===== src/rtl/decode_pkg.sv =====
// rtl/decode_pkg.sv - LC-3 decode opcodes, control codes and E_Control bit positions
package decode_pkg;

    typedef enum logic [3:0] {
        OP_BR   = 4'b0000,
        OP_ADD  = 4'b0001,
        OP_LD   = 4'b0010,
        OP_ST   = 4'b0011,
        OP_JSR  = 4'b0100,
        OP_AND  = 4'b0101,
        OP_LDR  = 4'b0110,
        OP_STR  = 4'b0111,
        OP_RTI  = 4'b1000,
        OP_NOT  = 4'b1001,
        OP_LDI  = 4'b1010,
        OP_STI  = 4'b1011,
        OP_JMP  = 4'b1100,
        OP_RES  = 4'b1101,
        OP_LEA  = 4'b1110,
        OP_TRAP = 4'b1111
    } opcode_t;

    localparam logic [1:0] ALU_ADD = 2'b00;
    localparam logic [1:0] ALU_AND = 2'b01;
    localparam logic [1:0] ALU_NOT = 2'b10;

    localparam logic [1:0] PC1_OFF11 = 2'b00;
    localparam logic [1:0] PC1_OFF9  = 2'b01;
    localparam logic [1:0] PC1_OFF6  = 2'b10;
    localparam logic [1:0] PC1_ZERO  = 2'b11;

    localparam logic [1:0] WB_ALU = 2'b00;
    localparam logic [1:0] WB_MEM = 2'b01;
    localparam logic [1:0] WB_PC  = 2'b10;

    // E_Control = {alu_control[1:0], pcselect1[1:0], pcselect2, op2select}
    localparam int E_ALU_HI = 5;
    localparam int E_ALU_LO = 4;
    localparam int E_PC1_HI = 3;
    localparam int E_PC1_LO = 2;
    localparam int E_PC2    = 1;
    localparam int E_OP2    = 0;

endpackage


===== src/rtl/decode_ctrl_lut.sv =====
// rtl/decode_ctrl_lut.sv - combinational LC-3 control decode; illegal output under DECODE_ILLEGAL_OP_EN
module decode_ctrl_lut
    import decode_pkg::*;
#(
    parameter int DATA_W = 16
) (
    input  logic [DATA_W-1:0] instr,
    output logic [5:0]        e_control,
    output logic [1:0]        w_control,
    output logic              mem_control
`ifdef DECODE_ILLEGAL_OP_EN
    ,
    output logic              illegal
`endif
);

    opcode_t w_op;
    logic    w_unused_bits;

    assign w_op          = opcode_t'(instr[DATA_W-1 -: 4]);
    assign w_unused_bits = ^{instr[DATA_W-5:6], instr[4:0]};

    always_comb begin
        e_control   = '0;
        w_control   = WB_ALU;
        mem_control = 1'b0;
`ifdef DECODE_ILLEGAL_OP_EN
        illegal     = 1'b0;
`endif
        case (w_op)
            OP_ADD: begin
                e_control[E_ALU_HI:E_ALU_LO] = ALU_ADD;
                e_control[E_OP2]             = ~instr[5];
            end
            OP_AND: begin
                e_control[E_ALU_HI:E_ALU_LO] = ALU_AND;
                e_control[E_OP2]             = ~instr[5];
            end
            OP_NOT: e_control[E_ALU_HI:E_ALU_LO] = ALU_NOT;
            OP_BR, OP_ST: begin
                e_control[E_PC1_HI:E_PC1_LO] = PC1_OFF9;
                e_control[E_PC2]             = 1'b1;
            end
            OP_LD: begin
                e_control[E_PC1_HI:E_PC1_LO] = PC1_OFF9;
                e_control[E_PC2]             = 1'b1;
                w_control                    = WB_MEM;
            end
            OP_LDI: begin
                e_control[E_PC1_HI:E_PC1_LO] = PC1_OFF9;
                e_control[E_PC2]             = 1'b1;
                w_control                    = WB_MEM;
                mem_control                  = 1'b1;
            end
            OP_STI: begin
                e_control[E_PC1_HI:E_PC1_LO] = PC1_OFF9;
                e_control[E_PC2]             = 1'b1;
                mem_control                  = 1'b1;
            end
            OP_LEA: begin
                e_control[E_PC1_HI:E_PC1_LO] = PC1_OFF9;
                e_control[E_PC2]             = 1'b1;
                w_control                    = WB_PC;
            end
            OP_LDR: begin
                e_control[E_PC1_HI:E_PC1_LO] = PC1_OFF6;
                w_control                    = WB_MEM;
            end
            OP_STR: e_control[E_PC1_HI:E_PC1_LO] = PC1_OFF6;
            OP_JMP: e_control[E_PC1_HI:E_PC1_LO] = PC1_ZERO;
            default: begin
                // JSR, RTI, reserved and TRAP are not executed by this pipeline
`ifdef DECODE_ILLEGAL_OP_EN
                illegal = 1'b1;
`endif
            end
        endcase
    end

endmodule


===== src/rtl/decode_stage.sv =====
// rtl/decode_stage.sv - LC-3 Decode stage registers; optional illegal_op port under DECODE_ILLEGAL_OP_EN
module decode_stage
    import decode_pkg::*;
#(
    parameter int DATA_W = 16,
    parameter int PSR_W  = 3
) (
    input  logic              clock,
    input  logic              reset,
    input  logic [DATA_W-1:0] instr_dout,
    input  logic [DATA_W-1:0] npc_in,
    input  logic [PSR_W-1:0]  Sr,
    input  logic              en_decode,
    output logic [DATA_W-1:0] IR,
    output logic [DATA_W-1:0] npc_out,
    output logic [PSR_W-1:0]  Sr_out,
    output logic [5:0]        E_Control,
    output logic [1:0]        W_Control,
    output logic              Mem_Control,
`ifdef DECODE_ILLEGAL_OP_EN
    output logic              illegal_op,
`endif
    output logic              dec_valid
);

    logic [5:0] w_e_control;
    logic [1:0] w_w_control;
    logic       w_mem_control;

    logic [DATA_W-1:0] r_ir;
    logic [DATA_W-1:0] r_npc;
    logic [PSR_W-1:0]  r_sr;
    logic [5:0]        r_e_control;
    logic [1:0]        r_w_control;
    logic              r_mem_control;
    logic              r_dec_valid;

`ifdef DECODE_ILLEGAL_OP_EN
    logic w_illegal;
    logic r_illegal;
`endif

    // Controls come from the incoming word so they line up with the IR captured on the same edge
    decode_ctrl_lut #(.DATA_W(DATA_W)) u_lut (
        .instr       (instr_dout),
        .e_control   (w_e_control),
        .w_control   (w_w_control),
        .mem_control (w_mem_control)
`ifdef DECODE_ILLEGAL_OP_EN
        ,
        .illegal     (w_illegal)
`endif
    );

    always_ff @(posedge clock) begin
        if (reset) begin
            r_ir          <= '0;
            r_npc         <= '0;
            r_sr          <= '0;
            r_e_control   <= '0;
            r_w_control   <= '0;
            r_mem_control <= 1'b0;
            r_dec_valid   <= 1'b0;
`ifdef DECODE_ILLEGAL_OP_EN
            r_illegal     <= 1'b0;
`endif
        end else if (en_decode) begin
            r_ir          <= instr_dout;
            r_npc         <= npc_in;
            r_sr          <= Sr;
            r_e_control   <= w_e_control;
            r_w_control   <= w_w_control;
            r_mem_control <= w_mem_control;
            r_dec_valid   <= 1'b1;
`ifdef DECODE_ILLEGAL_OP_EN
            r_illegal     <= w_illegal;
`endif
        end else begin
            r_dec_valid   <= 1'b0;
        end
    end

    assign IR          = r_ir;
    assign npc_out     = r_npc;
    assign Sr_out      = r_sr;
    assign E_Control   = r_e_control;
    assign W_Control   = r_w_control;
    assign Mem_Control = r_mem_control;
    assign dec_valid   = r_dec_valid;
`ifdef DECODE_ILLEGAL_OP_EN
    assign illegal_op  = r_illegal;
`endif

endmodule


===== config.mk =====
export PLATFORM = sky130hd
export DESIGN_NAME = decode_stage
export DESIGN_NICKNAME = d
export VERILOG_FILES = /design/src/rtl/decode_pkg.sv /design/src/rtl/decode_ctrl_lut.sv /design/src/rtl/decode_stage.sv
export SDC_FILE = /design/constraint.sdc
export NUM_CORES = 1
export LEC_CHECK = 0
export CAP_MARGIN = 20
export CORE_ASPECT_RATIO = 0.9
export CORE_MARGIN = 4
export CORE_UTILIZATION = 43
export DETAILED_ROUTE_END_ITERATION = 6
export PLACE_DENSITY = 0.9
export SETUP_SLACK_MARGIN = 0.02
export SLEW_MARGIN = 0
export SYNTH_ARGS = -nofsm -noshare
export SYNTH_HDL_FRONTEND = slang
export SYNTH_SLANG_ARGS = --single-unit

===== constraint.sdc =====
create_clock -name clock -period 1.9 [get_ports clock]
set_input_delay 0.57 -clock clock [delete_from_list [all_inputs] [get_ports clock]]
set_output_delay 0.57 -clock clock [all_outputs]
set_load 0.02 [all_outputs]

==> run summary, run 1 <==
The flow ran to the end, and the final reports show no timing, DRC or antenna violations. The number of enable flip-flop cells after synthesis was 0; the net count of the finished layout was 284. The post-synthesis instance total was 162; the post-route fraction of the period consumed by the critical path was 95.9%. Final weighted congestion of routability-driven global placement: 0.701.

The final-report max-slew violation count was 0. Of the synthesized area, sequential elements account for 53.5%. The worst hold path begins at W_Control[1]$_SDFFE_PP0P_.

The analysis attributes to cell leakage a power of 1.10 nW. The first TritonRoute pass finished after 5 iterations. The count of port buffers added during placement came out at 82.

The slowest stage of the critical path is the sky130_fd_sc_hd__clkdlybuf4s50_1 cell. The worst hold path terminates at W_Control[1]$_SDFFE_PP0P_. Fill cells in the final layout number 292.

Cell with the most instances after synthesis: sky130_fd_sc_hd__dfxtp_1. The number of antenna diodes in the final layout is 0. The share of synthesized area in the top cell type comes to 53.5%.

The worst pin sits at a relative slew slack of 72.1%. The tools report the number of global-route vias before repair as 1369. The worst setup path is of the reg2out kind. The effective utilization at floorplan was 44.8%; the final standard cell area without fillers was 0.00264 mm^2. The number of distinct library cells after synthesis was 21. The run gives 0 as the initial antenna violation count. The die height is 67.4 um, and the final count of negative-setup-slack endpoints is 0.

The critical path buffer and inverter count was 1. The worst register-to-register path has a setup slack of 1.19 ns. The share of total power in sequential cells was 51.0%; the share of cells above drive strength 1 was 6.10%.

The tools report the post-DP HPWL as 2840 um. By count the netlist is led by sky130_fd_sc_hd__dfxtp_1, sky130_fd_sc_hd__nor2_1, sky130_fd_sc_hd__mux2i_1, sky130_fd_sc_hd__a21oi_1, sky130_fd_sc_hd__nand2b_1. Of all flip-flops after synthesis, the portion carrying an async set or reset was 0%. Entering global routing, the biggest net connects 31 pins. The netlist area before placement is 0.00168 mm^2. Setup repair after global routing left no endpoint under its margin. The signal on the critical path passes through clkdlybuf4s50_1.

Hold repair after CTS inserted 0 buffers. Buffers added to address setup during post-CTS repair amount to 0. TritonCTS built the clock tree.

The total I/O pin count was 83; the clock latency of the later-clocked register in the worst-skew pair was 0.28 ns. The worst setup path is launched from a flip-flop. The number of storage elements in the synthesis netlist was 45. In the final timing run, aggregate negative setup slack is 0 ns. The post-cts gate resize count was 0; the number of cells on the worst hold path was 2. The slew at the pin closest to its max-slew limit is 0.419 ns. Clock-pin slew was measured on the worst setup and hold paths at 0.08 ns.

The area growth from synthesis to layout is 56.8%. The clock arrives with 0 ns of skew. The portion of total power attributed to combinational logic was 19.7%.

The average wire per cell in the routed design is 13.4 um. The worst min-delay path class is reg2reg. Across all hold checks on the routed design, the worst slack comes to 0.477 ns. The worst register-to-register path has a depth of 3. Row generation in the floorplan step produced 21 rows. Once placement finished, the instance area stood at 0.00255 mm^2.

The clock network fraction of design power was 29.3%. For this run, design rule violations remaining after detail routing come to 0. The clock sink count came out at 45.

Among cell families on the critical path, the largest total delay comes from buffers and inverters. The number of hold violations in the final report was 0; the number of vias per cell was 4.83. Each instance of the synthesized netlist takes up on average 10.4 um^2. The total number of vias is 1409, and the maximum count of clock buffers along a single path is 2. Data on the critical path arrives at its endpoint at 1.25 ns. The most common flop cell mapped by yosys was sky130_fd_sc_hd__dfxtp_1. The die area is 0.00498 mm^2. Net switching is 24.8% of the power.

By area the synthesized netlist is led by sky130_fd_sc_hd__dfxtp_1, sky130_fd_sc_hd__mux2i_1, sky130_fd_sc_hd__nor2_1. The synthesized design spends more area on one cell type than any other, namely sky130_fd_sc_hd__dfxtp_1. The worst register-to-register path begins at E_Control[4]$_SDFFE_PP0P_.

Capturing element type of the critical path: an output pin. On the worst path, the slowest cell contributes a delay of 0.62 ns. The final layout contains routed wiring with a total length of 3910 um.

The internal power of the cells totals 1.50 mW. For the global-route usage over all layers, the log shows 16.4%. For the worst setup path, the data required time is 1.33 ns. VDD sags by at most 0.529 mV. The routed design could run at a clock period as short as 1.82 ns. The total clock buffers created by CTS was 5. Dividing total power by cell area gives a power density of 756 mW/mm^2. The DRC marker count from the first detailed-route iteration came out at 77. Overall overflow remaining after global route: 0. Tracing the worst setup path back leads to its startpoint at IR[2]$_SDFFE_PP0P_.

For the number of H-tree levels, the log shows 2. Endpoint of the worst register-to-register path: E_Control[4]$_SDFFE_PP0P_. The tools report the area inside the core boundary as 0.00376 mm^2. The first global-routing pass estimated 6310 um of wire. The count of synthesis-stage warnings from yosys was 0; the net count after synthesis was 200.

The highest achievable clock rate is 0.549 GHz. For this design the total switching power over the nets is 0.496 mW. Clock tree synthesis selected as its root buffer the cell sky130_fd_sc_hd__clkbuf_8. The run gives 0 as the number of maximum-capacitance constraint violations.

In this run the remaining antenna-violating nets after routing total 0. The die is 74.0 um wide. The maximum fanout count along the critical path was 2; the cell depth of the worst setup path was 1.
-- cell families after synthesis --
logic type             share of synthesized area, %
multiplexers                                   22.0
AND/OR/NAND/NOR                                15.4
buffers and inverters                          4.75
flip-flops                                     53.5
AO/OA/AOI/OAI                                  4.38
-- worst min-delay path: stages (launching register included) --
cell,delay [ns]
sky130_fd_sc_hd__dfxtp_1,0.32
sky130_fd_sc_hd__nand2b_1,0.06
sky130_fd_sc_hd__a21oi_1,0.05
-- how the worst max path moves through the flow --
stage / end
2_1_floorplan: npc_out[10]$_SDFFE_PP0P_
3_3_place_gp: E_Control[1]$_SDFFE_PP0P_
3_5_place_dp: E_Control[2]$_SDFFE_PP0P_
4_1_cts: E_Control[4]
5_1_grt: E_Control[4]
6_report: IR[2]
-- metrics by stage --
stage               utilization [%]  total power, mW  instances  worst slack, ns
finish                         70.3             2.00        292           0.0777
global route                   70.3             2.09        292           0.0219
CTS                            70.3             2.02        292           0.0582
detailed placement             68.0             1.44        285            0.123
global placement               68.0             1.43        285            0.145
floorplan                         -             1.23        162            0.665
-- flip-flops by register name, indices dropped and copies added (netlist names) --
name and cells:
Mem_Control 1, npc_out 16, E_Control 6, IR 16, Sr_out 3, dec_valid 1, W_Control 2
-- layout make-up --
cell class | count | area, um^2 | area share, %
Sequential cell | 45 | 901 | 34.1
Multi-Input combinational cell | 105 | 703 | 26.6
Tap cell | 46 | 57.6 | 2.18
Clock buffer | 7 | 86.3 | 3.27
Timing Repair Buffer | 89 | 893 | 33.8
-- power by group through the flow --
stage                     Clock [mW]  Sequential, mW  Combinational, mW
after global routing           0.645            1.02              0.424
after CTS                      0.603            1.02              0.398
after detailed placement           0            1.04              0.395
after floorplan                    0            1.10              0.125
after global placement             0            1.04              0.392
final                          0.585            1.02              0.393
-- per-layer routing --
layer	wire length [um]	GRT usage, %
met5	0	0
met4	18	3.39
met3	390	8.63
met2	1880	26.9
met1	1620	19.1
-- placed cells by master (no fill, tap or decap) --
master and count:
sky130_fd_sc_hd__buf_12 2, sky130_fd_sc_hd__nor2_1 40, sky130_fd_sc_hd__a311oi_1 1, sky130_fd_sc_hd__nand4b_1 1, sky130_fd_sc_hd__o21a_1 1, sky130_fd_sc_hd__dfxtp_1 45
sky130_fd_sc_hd__nand4_1 1, sky130_fd_sc_hd__buf_2 1, sky130_fd_sc_hd__nand2_1 2, sky130_fd_sc_hd__mux2i_1 37, sky130_fd_sc_hd__clkdlybuf4s50_1 81, sky130_fd_sc_hd__clkbuf_8 6
sky130_fd_sc_hd__a211oi_2 1, sky130_fd_sc_hd__and2b_1 1, sky130_fd_sc_hd__a211oi_1 1, sky130_fd_sc_hd__buf_4 5, sky130_fd_sc_hd__a21oi_1 6, sky130_fd_sc_hd__nor2b_1 3
sky130_fd_sc_hd__clkbuf_1 1, sky130_fd_sc_hd__nand2b_1 6, sky130_fd_sc_hd__nand3_1 2, sky130_fd_sc_hd__o21bai_1 1, sky130_fd_sc_hd__and4bb_1 1
No activity file was read; power rests on OpenSTA's default activity.
==> run 2, diff against run 1 <==
--- a/config.mk
+++ b/config.mk
@@ -10,9 +10,10 @@
 export CORE_MARGIN = 4
 export CORE_UTILIZATION = 43
 export DETAILED_ROUTE_END_ITERATION = 6
-export PLACE_DENSITY = 0.9
+export PLACE_DENSITY = 0.89
 export SETUP_SLACK_MARGIN = 0.02
 export SLEW_MARGIN = 0
 export SYNTH_ARGS = -nofsm -noshare
 export SYNTH_HDL_FRONTEND = slang
+export SYNTH_HIERARCHICAL = 1
 export SYNTH_SLANG_ARGS = --single-unit
==> run 2 against run 1 <==
  * Count of clock-buffer cells in the layout is the same
  * Total power rose by 2.3%
  * Non-clock buffer count is 1 lower
  * Largest cell class unchanged
  * Highest routed layer unchanged
==> run summary, run 2 <==
TritonCTS built the clock tree. The tools report the sequential area share after synthesis as 51.3% (was 53.5%). The number of global-route vias before repair came out at 1449 (was 1369).

The count of port buffers added during placement was 82 (unchanged); the number of optimization iterations in the first detailed-route pass was 4 (was 5). The logs give 163 (was 162) for the post-synthesis instance total and 1.33 ns (about the same) for the required arrival time at the worst endpoint. The clock-pin slew on the worst setup and hold paths was 0.08 ns (about the same); the number of distinct library cells after synthesis was 21 (unchanged). The net count after synthesis is 201 (was 200), and the post-cts gate resize count is 0 (unchanged). Worst hold-check slack: 0.492 ns (was 0.477 ns). The number of rows created at floorplan is 21 (unchanged).

The logs give 16.6% (was 19.1%) for the global-route track usage on met1 and 294 (was 292) for the final non-filler cell total. The logs give 6 (was 0) for the count of synthesis-stage warnings from yosys and 0 (unchanged) for the final count of negative-setup-slack endpoints. Total number of vias: 1404 (was 1409).

The final weighted congestion of routability-driven global placement was 0.705 (was 0.701); the number of maximum-capacitance constraint violations was 0 (unchanged). CP cell instances: clkdlybuf4s50_1 (unchanged). The number of hold violations in the final report was 0 (unchanged); the effective utilization at floorplan was 45.8% (was 44.8%).

The setup TNS came out at 0 ns (unchanged). Average wire per cell in the routed design: 13.4 um (about the same). The cell type with the highest aggregate area in the netlist is sky130_fd_sc_hd__dfxtp_1 (unchanged).

The worst setup path category was reg2out (unchanged). First-pass GRT wire length: 6260 um (was 6310 um). The fraction of registers with async set or reset after synthesis was 0% (unchanged). The tools report the final total power as 2.04 mW (was 2.00 mW). The number of vias per cell works out to 4.78 (was 4.83). The delay of the slowest cell on the worst path was 0.61 ns (was 0.62 ns).

The quantity of hold-fixing buffers added after cts came out at 0 (unchanged). The cell at the slowest stage of the critical path was sky130_fd_sc_hd__clkdlybuf4s50_1 (unchanged). The share of cells above drive strength 1 came out at 7.66% (was 6.10%). The horizontal die dimension works out to 75.4 um (was 74.0 um). Residual antenna-violating net count after detailed routing: 0 (unchanged). The final core area utilization was 69.9% (was 70.3%).

Leading cell types by count after synthesis: sky130_fd_sc_hd__dfxtp_1, sky130_fd_sc_hd__nor2_1, sky130_fd_sc_hd__mux2i_1, sky130_fd_sc_hd__buf_12 (was sky130_fd_sc_hd__dfxtp_1, sky130_fd_sc_hd__nor2_1, sky130_fd_sc_hd__mux2i_1, sky130_fd_sc_hd__a21oi_1, sky130_fd_sc_hd__nand2b_1). The critical path buffer and inverter count works out to 1 (unchanged). The final critical path time including I/O delays and setup works out to 1.82 ns (about the same). The logs give 0 (unchanged) for the overall overflow remaining after global route and 0 (unchanged) for the number of diodes. For the relative max-transition margin, the log shows 79.7% (was 72.1%). The net count of the finished layout was 285 (was 284); the total power density per cell area was 762 mW/mm^2 (was 756 mW/mm^2). The run finished with clean final reports.

The tools report the global-route usage over all layers as 15.6% (was 16.4%). The placement-stage cell area was 0.00258 mm^2 (was 0.00255 mm^2); the final-report max-slew violation count was 0 (unchanged). The placed cell count is 286 (was 285), and the layout overhead on the synthesized area is 52.8% (was 56.8%).

The clock root buffer is sky130_fd_sc_hd__clkbuf_8 (unchanged). The top cell type's share of synthesized area came out at 51.3% (was 53.5%). For the total clock buffers created by CTS, the log shows 5 (unchanged).

The busiest layer in global routing was met2 (unchanged). Average cell area after synthesis: 10.8 um^2 (was 10.4 um^2). The global routing usage on met3 came out at 6.52% (was 8.63%).

The logs give 2 (unchanged) for the number of H-tree levels and 0 (unchanged) for the initial antenna violation count. Setup repair after global routing left no endpoint under its margin. The total I/O pin count is 83 (unchanged). Highest-count cells in the layout ignoring fill and taps: sky130_fd_sc_hd__clkdlybuf4s50_1, sky130_fd_sc_hd__dfxtp_1, sky130_fd_sc_hd__nor2_1, sky130_fd_sc_hd__mux2i_1, sky130_fd_sc_hd__clkbuf_8 (was sky130_fd_sc_hd__clkdlybuf4s50_1, sky130_fd_sc_hd__dfxtp_1, sky130_fd_sc_hd__nor2_1, sky130_fd_sc_hd__mux2i_1). The number of storage elements in the synthesis netlist works out to 45 (unchanged). The met2 demand-to-capacity share in global routing came out at 28.8% (was 26.9%).

The run gives 0.550 GHz (was 0.549 GHz) as the highest achievable clock rate. The leakage dissipation is 1.15 nW (was 1.10 nW), and the post-route fraction of the period consumed by the critical path is 95.7% (was 95.9%). The top cell family by delay on the critical path is buffers and inverters (unchanged). The setup slack at placement is -0.0135 ns (was 0.123 ns). The worst min-delay path class was reg2reg (unchanged).

The final standard cell area without fillers came out at 0.00268 mm^2 (was 0.00264 mm^2). For the die area, the log shows 0.00517 mm^2 (was 0.00498 mm^2). The largest net degree at the start of global routing was 46 (was 31). The maximum resistive drop on vdd is 0.548 mV (was 0.529 mV), and the netlist area before placement is 0.00176 mm^2 (was 0.00168 mm^2). Commonest non-fill, non-tap cell in the layout: sky130_fd_sc_hd__clkdlybuf4s50_1 (unchanged). The remaining routing DRC violations was 0 (unchanged); the clock sink count was 45 (unchanged). The die height is 68.6 um (was 67.4 um), and the DRC marker count from the first detailed-route iteration is 60 (was 77).

The type of element launching the critical path was a flip-flop (unchanged). The area inside the core boundary was 0.00384 mm^2 (was 0.00376 mm^2). The final routed wirelength across all metal layers is 3930 um (was 3910 um).

The maximum count of clock buffers along a single path is 2 (unchanged). The slew at the pin closest to its max-slew limit came out at 0.305 ns (was 0.419 ns). The most common flop cell mapped by yosys was sky130_fd_sc_hd__dfxtp_1 (unchanged). Capturing element type of the critical path: an output pin (unchanged). Number of enable flip-flop cells after synthesis: 0 (unchanged). The worst setup slack after layout was 0.0812 ns (was 0.0777 ns). The maximum clock skew at final layout is 0 ns (unchanged).

Leading cell types by total area after synthesis: sky130_fd_sc_hd__dfxtp_1, sky130_fd_sc_hd__mux2i_1, sky130_fd_sc_hd__nor2_1 (unchanged). The clock latency of the later-clocked register in the worst-skew pair is 0.28 ns (about the same), and the maximum fanout count along the critical path is 2 (unchanged). The logs give 2810 um (was 2840 um) for the post-DP HPWL and 1.25 ns (about the same) for the arrival time reported for the critical path endpoint.

The number of setup buffers added after CTS is 0 (unchanged).
-- run 2: cell count changes in the layout (fill, tap and decap cells not counted), sizes merged, moves of 2 or more --
cell / before / now
a211oi: 2 / 0
a21oi: 6 / 2
mux2i: 37 / 44
nand2b: 6 / 2
nand3: 2 / 0
nor2: 40 / 45
nor4b: 0 / 2
-- run 2: final timing paths --
path                            slack, ns                 startpoint  cells past startpoint                 endpoint
worst min-delay path                 0.49    npc_out[5]$_SDFFE_PP0P_                      2  npc_out[5]$_SDFFE_PP0P_
worst max-delay path                 0.08  E_Control[5]$_SDFFE_PP0P_                      1             E_Control[5]
worst min register to register       0.49    npc_out[5]$_SDFFE_PP0P_                      2  npc_out[5]$_SDFFE_PP0P_
worst max register to register       1.28        IR[10]$_SDFFE_PP0P_                      2      IR[10]$_SDFFE_PP0P_
-- run 2: layout make-up --
| type | instances | area (um^2) |
|---|---|---|
| Timing Repair Buffer | 88 | 886 |
| Tap cell | 46 | 57.6 |
| Sequential cell | 45 | 901 |
| Multi-Input combinational cell | 106 | 733 |
| Clock buffer | 7 | 96.3 |
| Fill cell | 299 | 1150 |
| Inverter | 1 | 3.75 |
| Clock inverter | 1 | 5.00 |
-- run 2: power breakdown --
part           total, mW  switching (mW)  internal [mW]  leakage (nW)
clock              0.628           0.299          0.329        0.0542
sequential          1.02          0.0242          0.994         0.371
combinational      0.398           0.177          0.221         0.727
total               2.04           0.501           1.54          1.15
-- run 2: routing by layer --
layer	up-vias	wire [um]
met5	-	0
met4	0	9
met3	2	373
met1	642	1600
li1	708	-
met2	52	1950
-- run 2: kinds of logic after synthesis --
group | share of synthesized area (%)
buffers and inverters | 6.91
muxes | 25.1
AOI/OAI and AO/OA | 1.50
xor gates and xnor gates | 0.499
and+or+nand+nor | 14.7
DFF | 51.3
-- run 2: worst min-delay path, stage by stage (launching register included) --
cell	delay [ns]
sky130_fd_sc_hd__dfxtp_1	0.33
sky130_fd_sc_hd__mux2i_1	0.06
sky130_fd_sc_hd__nor2_1	0.07
